<file path="src/rtl/ring_frequency_meter.sv">
// ============================================================================
// Module   : ring_frequency_meter
// Brief    : Counts ring-oscillator edges over a programmable window and flags
//            the ring as too fast (increment) or too slow (decrement).
// Revision : 1.0
// ============================================================================
`default_nettype none

module ring_frequency_meter (
  input  logic       clk_frequency,
  input  logic       rst_frequency,
  input  logic       ring_clk,
  input  logic       init,
  input  logic [7:0] setperiod,
  input  logic [7:0] lo_limit,
  input  logic [7:0] hi_limit,
  output logic [7:0] count,
  output logic       valid,
  output logic       increment,
  output logic       decrement,
  output logic       busy
);

  typedef enum logic [1:0] {
    IDLE    = 2'd0,
    MEASURE = 2'd1,
    REPORT  = 2'd2
  } state_t;

  state_t      state;
  logic        s1, s2, s3;
  logic        edge_evt;
  logic        start;
  logic [7:0]  edge_cnt;
  logic [8:0]  win_cnt;
  logic [8:0]  win_len;
  logic [7:0]  period_q;
  logic [7:0]  lo_q;
  logic [7:0]  hi_q;

  assign edge_evt = s2 & ~s3;
  assign win_len  = (period_q == 8'd0) ? 9'd256 : {1'b0, period_q};
  // A new window opens from IDLE or directly out of REPORT.
  assign start    = init && ((state == IDLE) || (state == REPORT));

  always_ff @(posedge clk_frequency) begin
    if (rst_frequency) begin
      state     <= IDLE;
      s1        <= 1'b0;
      s2        <= 1'b0;
      s3        <= 1'b0;
      edge_cnt  <= 8'd0;
      win_cnt   <= 9'd0;
      period_q  <= 8'd0;
      lo_q      <= 8'd0;
      hi_q      <= 8'd0;
      count     <= 8'd0;
      valid     <= 1'b0;
      increment <= 1'b0;
      decrement <= 1'b0;
      busy      <= 1'b0;
    end else begin
      s1        <= ring_clk;
      s2        <= s1;
      s3        <= s2;
      valid     <= 1'b0;
      increment <= 1'b0;
      decrement <= 1'b0;

      case (state)
        IDLE: begin
          if (init) begin
            state <= MEASURE;
            busy  <= 1'b1;
          end
        end
        MEASURE: begin
          if (edge_evt) begin
            edge_cnt <= edge_cnt + 8'd1;
          end
          if (win_cnt == (win_len - 9'd1)) begin
            state   <= REPORT;
            win_cnt <= 9'd0;
          end else begin
            win_cnt <= win_cnt + 9'd1;
          end
        end
        REPORT: begin
          count <= edge_cnt;
          valid <= 1'b1;
          // Too fast takes precedence when inverted limits make both true.
          if (edge_cnt > hi_q) begin
            increment <= 1'b1;
          end else if (edge_cnt < lo_q) begin
            decrement <= 1'b1;
          end
          if (init) begin
            state <= MEASURE;
          end else begin
            state <= IDLE;
            busy  <= 1'b0;
          end
        end
        default: begin
          state <= IDLE;
          busy  <= 1'b0;
        end
      endcase

      if (start) begin
        period_q <= setperiod;
        lo_q     <= lo_limit;
        hi_q     <= hi_limit;
        edge_cnt <= 8'd0;
        win_cnt  <= 9'd0;
      end
    end
  end

endmodule

`default_nettype wire

</file>
<file path="config.mk">
export PLATFORM = sky130hd
export DESIGN_NAME = ring_frequency_meter
export DESIGN_NICKNAME = d
export VERILOG_FILES = /design/src/rtl/ring_frequency_meter.sv
export SDC_FILE = /design/constraint.sdc
export NUM_CORES = 1
export LEC_CHECK = 0
export BUFFER_PORTS_ARGS = -buffer_cell sky130_fd_sc_hd__buf_2
export CAP_MARGIN = 0
export CORE_ASPECT_RATIO = 0.9
export CORE_MARGIN = 3
export CORE_UTILIZATION = 25
export DETAILED_ROUTE_END_ITERATION = 8
export RECOVER_POWER = 100
export SYNTH_ARGS = -nofsm -noshare
export SYNTH_HDL_FRONTEND = slang
export SYNTH_SLANG_ARGS = --single-unit
</file>
<file path="constraint.sdc">
create_clock -name clk_frequency -period 1.9 [get_ports clk_frequency]
set_input_delay 0.095 -clock clk_frequency [delete_from_list [all_inputs] [get_ports clk_frequency]]
set_output_delay 0.095 -clock clk_frequency [all_outputs]
set_load 0.05 [all_outputs]
</file>
==> results.sh, run 1 <==
export IMPL_rsz0062_at_grt="true"
export IMPL_die_w_um=119
export IMPL_rows=36
export IMPL_wl_mm=6.70
export IMPL_wl_per_cell_um=11.8
export IMPL_grt_pass1_vias=2448
export IMPL_drt_iter0_markers=155
export IMPL_clk_pin_slew_ns=0.05
export IMPL_swShare_pct=25.0
export IMPL_irDropWorstVdd_v=0.000340
export IMPL_portBuffers=39
export IMPL_period_share_pct=99.3
export IMPL_cts_tree="yes"
export IMPL_clkPwrFrac_pct=46.8
export IMPL_worst_slew_pin_slew_ns=0.620
export IMPL_internal_power_mw=2.33
export IMPL_async_reset_ff_share_pct=0
export IMPL_drive_above_1_share_pct=18.6
export IMPL_syn2layout_area_growth_pct=28.1
export IMPL_avgViaCountPerCell=4.34
export IMPL_ys_flop_type="dfxtp_1"
export IMPL_grt_pass1_wl_mm=11.3
export IMPL_drv_cap=0
export IMPL_cts_root_buf="clkbuf_16"
export IMPL_status="finished, final reports clean"
export IMPL_synth_area_leaders="dfxtp_1, nand2_1, ha_1, a21oi_1, xor2_1"
export IMPL_h_tree_depth=3
export IMPL_synth_compound_area_share_pct=13.4
export IMPL_pwr_share_comb_pct=11.7
export IMPL_overflow=0
export IMPL_fmax_mhz=530
export IMPL_ys_ff_latch=58
export IMPL_worst_ep_required_time_ns=2.11
export IMPL_layout_min_cycle_time_ns=1.89
export IMPL_final_cell_mix="nand2_1, dfxtp_1, a21oi_1"
export IMPL_fin_tns_setup_ns=0
export IMPL_nets=456
export IMPL_antenna_left=0
export IMPL_chipHeight_um=107
export IMPL_drcViolationCount=0
export IMPL_fin_worst_skew_ns=0.00704
export IMPL_dp_hpwl_mm=5.05
export IMPL_cp_max_fo=7
export IMPL_cellPowerDensity_nw_per_um2=853
export IMPL_yosysTopAreaCellShare_pct=40.8
export IMPL_syn_nets=396
export IMPL_yosysUniqueCellTypes=42
export IMPL_syn_cell_area_um2=2850
export IMPL_placed_area_um2=3360
export IMPL_die_area_um2=12700
export IMPL_synth_mux_area_share_pct=0.703
export IMPL_rr_worst_depth=7
export IMPL_leakage_nw=1.46
export IMPL_relSlewSlack_pct=58.8
export IMPL_stdcell_area_um2=3650
export IMPL_synth_area_per_cell_um2=8.16
export IMPL_first_pass_iters=4
export IMPL_p_seq_share_pct=41.6
export IMPL_synthCells=349
export IMPL_yosys_area_share_simple_pct=25.3
export IMPL_cp_arrival_ns=2.10
export IMPL_cp_start_kind="flip-flop"
export IMPL_final_hold_viol_count=0
export IMPL_synth_top_family_by_area="simple AND/OR/NAND/NOR gates"
export IMPL_final_common_cell="nand2_1"
export IMPL_synth_top_area_cell="dfxtp_1"
export IMPL_finalPower_mw=3.11
export IMPL_cts_buffers=9
export IMPL_gp_congestion=0.845
export IMPL_yosys_warnings=0
export IMPL_cts_sinks=58
export IMPL_synth_fa_ha_area_share_pct=8.34
export IMPL_start_util_pct=25.9
export IMPL_end_kind="flip-flop"
export IMPL_setup_viol=0
export IMPL_grt_util_all_layers_pct=11.0
export IMPL_dr_total_vias=2454
export IMPL_synth_edff_count=0
export IMPL_clk_path_buf_depth=2
export IMPL_antenna_found_initial=0
export IMPL_drv_slew=0
export IMPL_diodes=0
export IMPL_ios=40
export IMPL_core_region_area_um2=11000
export IMPL_grt_max_degree=27
export IMPL_p_sw_uw=778
export IMPL_synthXorXnorAreaFrac_pct=7.07
export IMPL_yosysSeqAreaShare_pct=40.8
export IMPL_hold_path_class="in2reg"
export IMPL_insertion_delay_ns=0.32
export IMPL_critPathKind="reg2reg"
export IMPL_holdPathStages=3
[cell families (layout without fill, tap and decap cells)]
group	count (synthesis)	after routing
adder cells (fa/ha/maj)	19	19
multiplexers	2	2
AO/OA/AOI/OAI	62	62
flip-flops	58	58
XOR/XNOR	23	23
AND/OR/NAND/NOR	151	151
buffers and inverters	34	99
[worst max-delay path: stages (launching register included)]
cell and delay, ns:
dfxtp_1 0.35, or3_4 0.43, o21bai_1 0.18, mux2i_1 0.18, nand3b_2 0.16, o41ai_4 0.22, buf_4 0.19, nor2_1 0.05
[through the flow]
stage	cells	hold slack, ns	setup slack (ns)	util [%]
after global routing	566	0.00903	-0.0928	33.2
after global placement	549	0.331	-0.0310	30.6
after floorplan	349	0.175	-0.0103	-
after detailed placement	549	0.310	-0.153	30.6
after CTS	566	0.00139	0.0165	33.5
final	566	0.0108	0.0128	33.2
[power groups by stage]
stage | combinational, mW | sequential, mW | clock (mW)
after floorplan | 0.228 | 1.32 | 0
after global placement | 0.346 | 1.32 | 0
after detailed placement | 0.353 | 1.32 | 0
after CTS | 0.370 | 1.29 | 1.49
after global routing | 0.408 | 1.30 | 1.54
final | 0.364 | 1.29 | 1.45
[what timing repair did]
| action | CTS | global route |
|---|---|---|
| endpoints found under the setup margin | 11 | 13 |
| endpoints found under the hold margin | 1 | 0 |
| pin swaps | 5 | 0 |
| gates resized for setup | 10 | 2 |
| buffers inserted | 0 | 0 |
| hold buffers | 1 | 0 |
[Yosys cell counts, types with 2 or more instances]
library cell	count
ha_1	19
buf_1	2
a21o_1	4
xnor2_1	10
inv_1	21
clkbuf_1	11
and3_1	4
o21ai_0	8
or3_1	2
nand2b_1	8
nor2_1	28
nor2b_1	9
xor2_1	13
mux2i_1	2
nand4_1	4
a211oi_1	2
dfxtp_1	58
nand2_1	72
a21oi_1	37
nor3_1	6
nand3_1	8
[flip-flops by register name (all words and copies together) (netlist names)]
register and cells:
count 8, lo_q 8, valid 1, hi_q 8, period_q 8, s3 1
edge_cnt 8, increment 1, s1 1, win_cnt 9, busy 1, decrement 1
state 2, s2 1
[cell type report]
class / instances / area (um^2)
sequential: 58 / 1160
tap: 152 / 190
clock buffer: 11 / 243
multi-input combinational: 257 / 1600
fill: 1186 / 7340
inverter: 21 / 78.8
timing repair buffer: 62 / 343
clock inverter: 5 / 30.0
[path summary, 6_finish.rpt]
| path | end | startpoint | slack (ns) |
|---|---|---|---|
| setup / recovery | win_cnt[8] | period_q[2] | 0.01 |
| hold / removal | period_q[2] | setperiod[2] | 0.01 |
| setup reg to reg | win_cnt[8] | period_q[2] | 0.01 |
| hold reg to reg | count[0] | count[0] | 0.45 |
[per-layer routing]
layer	track usage, %	vias up	share of wire [%]
li1	-	1281	-
met1	14.4	1116	50
met2	16.9	49	44
met3	3.42	8	4.1
met4	4.55	0	1.3
met5	0	-	0
No activity file was read; power rests on OpenSTA's default activity.
==> run 2, diff against run 1 <==
- CORE_UTILIZATION: 25 -> 45
- PLACE_DENSITY: default -> 0.68
==> results.sh, run 2 (synthesis gave the netlist of run 1 again) <==
export IMPL_status="finished, final reports clean"
export IMPL_preCtsSetupSlack_ns=-0.0940
export IMPL_cts_tree="yes"
export IMPL_holdPathStages=3
export IMPL_max_stage_delay_ns=0.32
export IMPL_nets=475
export IMPL_largest_reg_flops=9
export IMPL_irDropWorstVdd_v=0.000506
export IMPL_num_fill_cells=524
export IMPL_rr_worst_depth=9
export IMPL_hold_path_class="in2reg"
export IMPL_swShare_pct=26.7
export IMPL_grt_pass1_vias=2397
export IMPL_rsz0062_at_grt="true"
export IMPL_cts_buffers=9
export IMPL_critPathKind="reg2reg"
export IMPL_cp_buffers_inverters=2
export IMPL_wl_per_cell_um=12.9
export IMPL_drv_slew=0
export IMPL_cp_start_kind="flip-flop"
export IMPL_insertion_delay_ns=0.34
export IMPL_fmax_mhz=542
export IMPL_drv_cap=0
export IMPL_leakage_nw=1.49
export IMPL_p_sw_uw=748
export IMPL_stdcell_count=517
export IMPL_grt_pass1_wl_mm=11.2
export IMPL_clk_pin_slew_ns=0.07
export IMPL_worstPathCellList="inv_2 -> ha_4 -> nor4b_4 -> o21bai_1 -> mux2i_1 -> nand3b_2 -> o41ai_4 -> buf_4 -> nor2_1"
export IMPL_largest_register="win_cnt"
export IMPL_chipHeight_um=81.5
export IMPL_fin_worst_skew_ns=0.00622
export IMPL_hp_start="lo_limit[6]"
export IMPL_cts_root_buf="clkbuf_8"
export IMPL_dp_cells=477
export IMPL_wl_mm=6.67
export IMPL_rows=26
export IMPL_rr_startpoint="period_q[0]"
export IMPL_clkPwrFrac_pct=40.0
export IMPL_whs_endpoint="lo_q[6]"
export IMPL_worst_slack_ns=0.0548
export IMPL_gp_congestion=0.917
export IMPL_layout_min_cycle_time_ns=1.85
export IMPL_reg2reg_setup_slack_ns=0.05
export IMPL_drcViolationCount=0
export IMPL_period_share_pct=97.1
export IMPL_stdcell_area_um2=3680
export IMPL_relSlewSlack_pct=26.7
export IMPL_syn2layout_area_growth_pct=29.2
export IMPL_die_area_um2=7320
export IMPL_grt_max_degree=27
export IMPL_grt_util_all_layers_pct=19.4
export IMPL_internal_power_mw=2.05
export IMPL_antenna_left=0
export IMPL_cp_max_fo=7
export IMPL_overflow=0
export IMPL_p_seq_share_pct=46.1
export IMPL_cp_arrival_ns=2.08
export IMPL_clk_path_buf_depth=2
export IMPL_final_cell_mix="nand2_1, dfxtp_1, a21oi_1"
export IMPL_dr_total_vias=2558
export IMPL_crit_family="simple AND/OR/NAND/NOR gates"
export IMPL_diodes=0
export IMPL_r2r_end="win_cnt[5]"
export IMPL_placed_area_um2=3250
export IMPL_worst_ep_required_time_ns=2.14
export IMPL_antenna_found_initial=0
export IMPL_h_tree_depth=3
export IMPL_cts_sinks=58
export IMPL_die_w_um=89.9
export IMPL_cellPowerDensity_nw_per_um2=759
export IMPL_final_hold_viol_count=0
export IMPL_pwr_share_comb_pct=13.9
export IMPL_crit_path_top_delay_cell="dfxtp_2"
export IMPL_first_pass_iters=4
export IMPL_final_common_cell="nand2_1"
export IMPL_drt_iter0_markers=100
export IMPL_worst_slew_pin_slew_ns=1.10
export IMPL_setup_viol=0
export IMPL_ios=40
export IMPL_avgViaCountPerCell=4.95
export IMPL_core_region_area_um2=5890
export IMPL_utilization_pct=62.5
export IMPL_dp_hpwl_mm=4.74
export IMPL_end_kind="flip-flop"
export IMPL_start_util_pct=48.4
export IMPL_hold_ws_ns=0.0348
export IMPL_drive_above_1_share_pct=16.6
export IMPL_portBuffers=39
-- run 2: final cells by class --
cell class                      instances  area [um^2]  area share, %
Multi-Input combinational cell        257         1600           43.5
Sequential cell                        58         1160           31.6
Timing Repair Buffer                   81          542           14.7
Clock buffer                            9          124           3.36
Tap cell                               84          105           2.85
Inverter                               21         78.8           2.14
Clock inverter                          7         70.1           1.90
-- run 2: worst reg2reg max path, delay by kind of cell, from the launching register on --
kind / cells / cell delay (ns)
AND/OR/NAND/NOR: 3 / 0.46
AO/OA/AOI/OAI: 2 / 0.33
flip-flops: 1 / 0.32
buffers and inverters: 2 / 0.29
multiplexers: 1 / 0.18
adder cells (fa/ha/maj): 1 / 0.16
-- run 2: per-stage QoR --
stage / setup TNS, ns / total power, mW
2_1_floorplan: -0.0616 / 1.54
3_3_place_gp: -0.222 / 1.64
3_5_place_dp: -0.773 / 1.65
4_1_cts: 0 / 2.82
5_1_grt: -0.795 / 2.93
6_report: 0 / 2.80
-- run 2: how the worst max path moves through the flow --
stage / start / to / slack, ns / cells after the start
2_1_floorplan: period_q[0] / win_cnt[2] / -0.01 / 7
3_3_place_gp: period_q[0] / win_cnt[2] / -0.03 / 8
3_5_place_dp: period_q[0] / win_cnt[4] / -0.09 / 9
4_1_cts: period_q[0] / win_cnt[5] / 0.003 / 9
5_1_grt: period_q[1] / win_cnt[5] / -0.09 / 9
6_report: period_q[0] / win_cnt[5] / 0.05 / 9
-- run 2: layer usage --
metal	vias up	wire (um)	GRT usage [%]
met5	-	0	0
met4	0	53	9.02
met3	7	336	5.77
met2	64	2870	30.0
met1	1161	3410	25.3
li1	1326	-	-
-- run 2: repair_timing --
action                                  in CTS  in global routing
gates resized for setup                      4                  5
hold endpoints to repair                    23                  0
hold buffers                                23                  0
buffers inserted                             1                  0
pin swaps                                    1                  1
endpoints found under the setup margin      11                 11
-- run 2: power groups by stage --
stage                     logic [mW]  clock network, mW  registers, mW
final                          0.388               1.12           1.29
after global routing           0.436               1.21           1.29
after CTS                      0.383               1.15           1.29
after detailed placement       0.336                  0           1.32
after global placement         0.327                  0           1.31
after floorplan                0.228                  0           1.32
==> run 3, diff against run 2 <==
--- a/constraint.sdc
+++ b/constraint.sdc
@@ -3,2 +3,2 @@
 set_output_delay 0.095 -clock clk_frequency [all_outputs]
-set_load 0.05 [all_outputs]
+set_load 0.1 [all_outputs]
==> results.sh, run 3 (synthesis gave the netlist of run 1 again) <==
export IMPL_status="finished, final reports clean"
export IMPL_fmax_mhz=542
export IMPL_drv_cap=0
export IMPL_drv_slew=0
export IMPL_rows=26
export IMPL_final_common_cell="nand2_1"
export IMPL_wl_per_cell_um=12.9
export IMPL_relSlewSlack_pct=22.2
export IMPL_first_pass_iters=4
export IMPL_worst_slew_pin_slew_ns=1.17
export IMPL_wl_mm=6.66
export IMPL_ios=40
export IMPL_grt_util_all_layers_pct=19.4
export IMPL_die_w_um=89.9
export IMPL_final_cell_mix="nand2_1, dfxtp_1, a21oi_1"
export IMPL_drive_above_1_share_pct=17.1
export IMPL_chipHeight_um=81.5
export IMPL_portBuffers=39
export IMPL_cp_start_kind="flip-flop"
export IMPL_avgViaCountPerCell=4.94
export IMPL_largest_register="win_cnt"
export IMPL_worst_ep_required_time_ns=2.14
export IMPL_layout_min_cycle_time_ns=1.84
export IMPL_rr_startpoint="period_q[0]"
export IMPL_syn2layout_area_growth_pct=29.3
export IMPL_rsz0062_at_grt="true"
export IMPL_whs_endpoint="lo_q[6]"
export IMPL_cts_tree="yes"
export IMPL_cts_buffers=9
export IMPL_antenna_found_initial=0
export IMPL_leakage_nw=1.50
export IMPL_crit_start="period_q[0]"
export IMPL_hold_path_class="in2reg"
export IMPL_final_hold_viol_count=0
export IMPL_cellPowerDensity_nw_per_um2=760
export IMPL_clk_pin_slew_ns=0.07
export IMPL_core_region_area_um2=5890
export IMPL_reg2reg_setup_slack_ns=0.06
export IMPL_cp_max_fo=7
export IMPL_nets=475
export IMPL_overflow=0
export IMPL_grt_pass1_vias=2397
export IMPL_grt_max_degree=27
export IMPL_dp_hpwl_mm=4.74
export IMPL_end_kind="flip-flop"
export IMPL_critPathKind="reg2reg"
export IMPL_largest_reg_flops=9
export IMPL_utilization_pct=62.6
export IMPL_irDropWorstVdd_v=0.000537
export IMPL_dr_total_vias=2553
export IMPL_diodes=0
export IMPL_gp_congestion=0.917
export IMPL_drcViolationCount=0
export IMPL_rr_worst_depth=9
export IMPL_cp_arrival_ns=2.08
export IMPL_cts_root_buf="clkbuf_8"
export IMPL_h_tree_depth=3
export IMPL_clk_path_buf_depth=2
export IMPL_antenna_left=0
export IMPL_insertion_delay_ns=0.34
export IMPL_r2r_end="win_cnt[5]"
export IMPL_holdPathStages=3
export IMPL_finalPower_mw=2.80
export IMPL_fin_worst_skew_ns=0.00649
export IMPL_grt_pass1_wl_mm=11.2
export IMPL_start_util_pct=48.4
export IMPL_setup_viol=0
export IMPL_cts_sinks=58
export IMPL_drt_iter0_markers=99
export IMPL_period_share_pct=97.1
export IMPL_die_area_um2=7320
export IMPL_hp_start="lo_limit[6]"
## run 3: worst max-delay path, cell delays in order (launching register included)
cell and delay (ns):
dfxtp_2 0.32, inv_2 0.10, ha_4 0.16, nor4b_4 0.27, o21bai_1 0.12, mux2i_1 0.18, nand3b_2 0.14, o41ai_4 0.21
buf_4 0.19, nor2_1 0.05
## run 3: cell type report
cell class	instances	area [um^2]
fill	523	2200
tap	84	105
sequential	58	1160
timing repair buffer	81	544
clock buffer	9	124
multi-input combinational	257	1600
inverter	21	78.8
clock inverter	7	70.1
## run 3: per-layer routing
| layer | vias to the layer above | global-route usage, % | wire length [um] |
|---|---|---|---|
| met4 | 0 | 9.02 | 76 |
| li1 | 1324 | - | - |
| met3 | 9 | 5.77 | 313 |
| met1 | 1156 | 25.3 | 3410 |
| met5 | - | 0 | 0 |
| met2 | 64 | 30.0 | 2860 |
## run 3: timing repair
item	in CTS	in global routing
gates cloned	0	0
pin swaps	1	1
hold buffers	23	0
setup buffers	1	0
endpoints found under the setup margin	11	11
hold endpoints to repair	23	0
resized for setup	4	5
## run 3: worst max path at each step
stage	slack [ns]	to
after floorplan	-0.01	win_cnt[2]
after global placement	-0.03	win_cnt[2]
after detailed placement	-0.09	win_cnt[4]
after CTS	0.003	win_cnt[5]
after global routing	-0.09	win_cnt[5]
final	0.06	win_cnt[5]
## run 3: stage by stage
stage / hold WS (ns) / cells / instance area [um^2] / TNS (ns) / worst slack, ns
floorplan: 0.175 / 349 / 2860 / -0.0616 / -0.0103
global placement: 0.314 / 477 / 3250 / -0.222 / -0.0335
detailed placement: 0.316 / 477 / 3250 / -0.773 / -0.0940
CTS: 0.0204 / 517 / 3690 / 0 / 0.00268
global route: 0.0350 / 517 / 3680 / -0.795 / -0.0931
finish: 0.0384 / 517 / 3680 / 0 / 0.0550
## run 3: power by group
| part | internal, mW | switching (mW) | total, mW |
|---|---|---|---|
| clock network | 0.601 | 0.515 | 1.12 |
| registers | 1.26 | 0.0332 | 1.29 |
| logic | 0.192 | 0.204 | 0.397 |
| total | 2.05 | 0.753 | 2.80 |
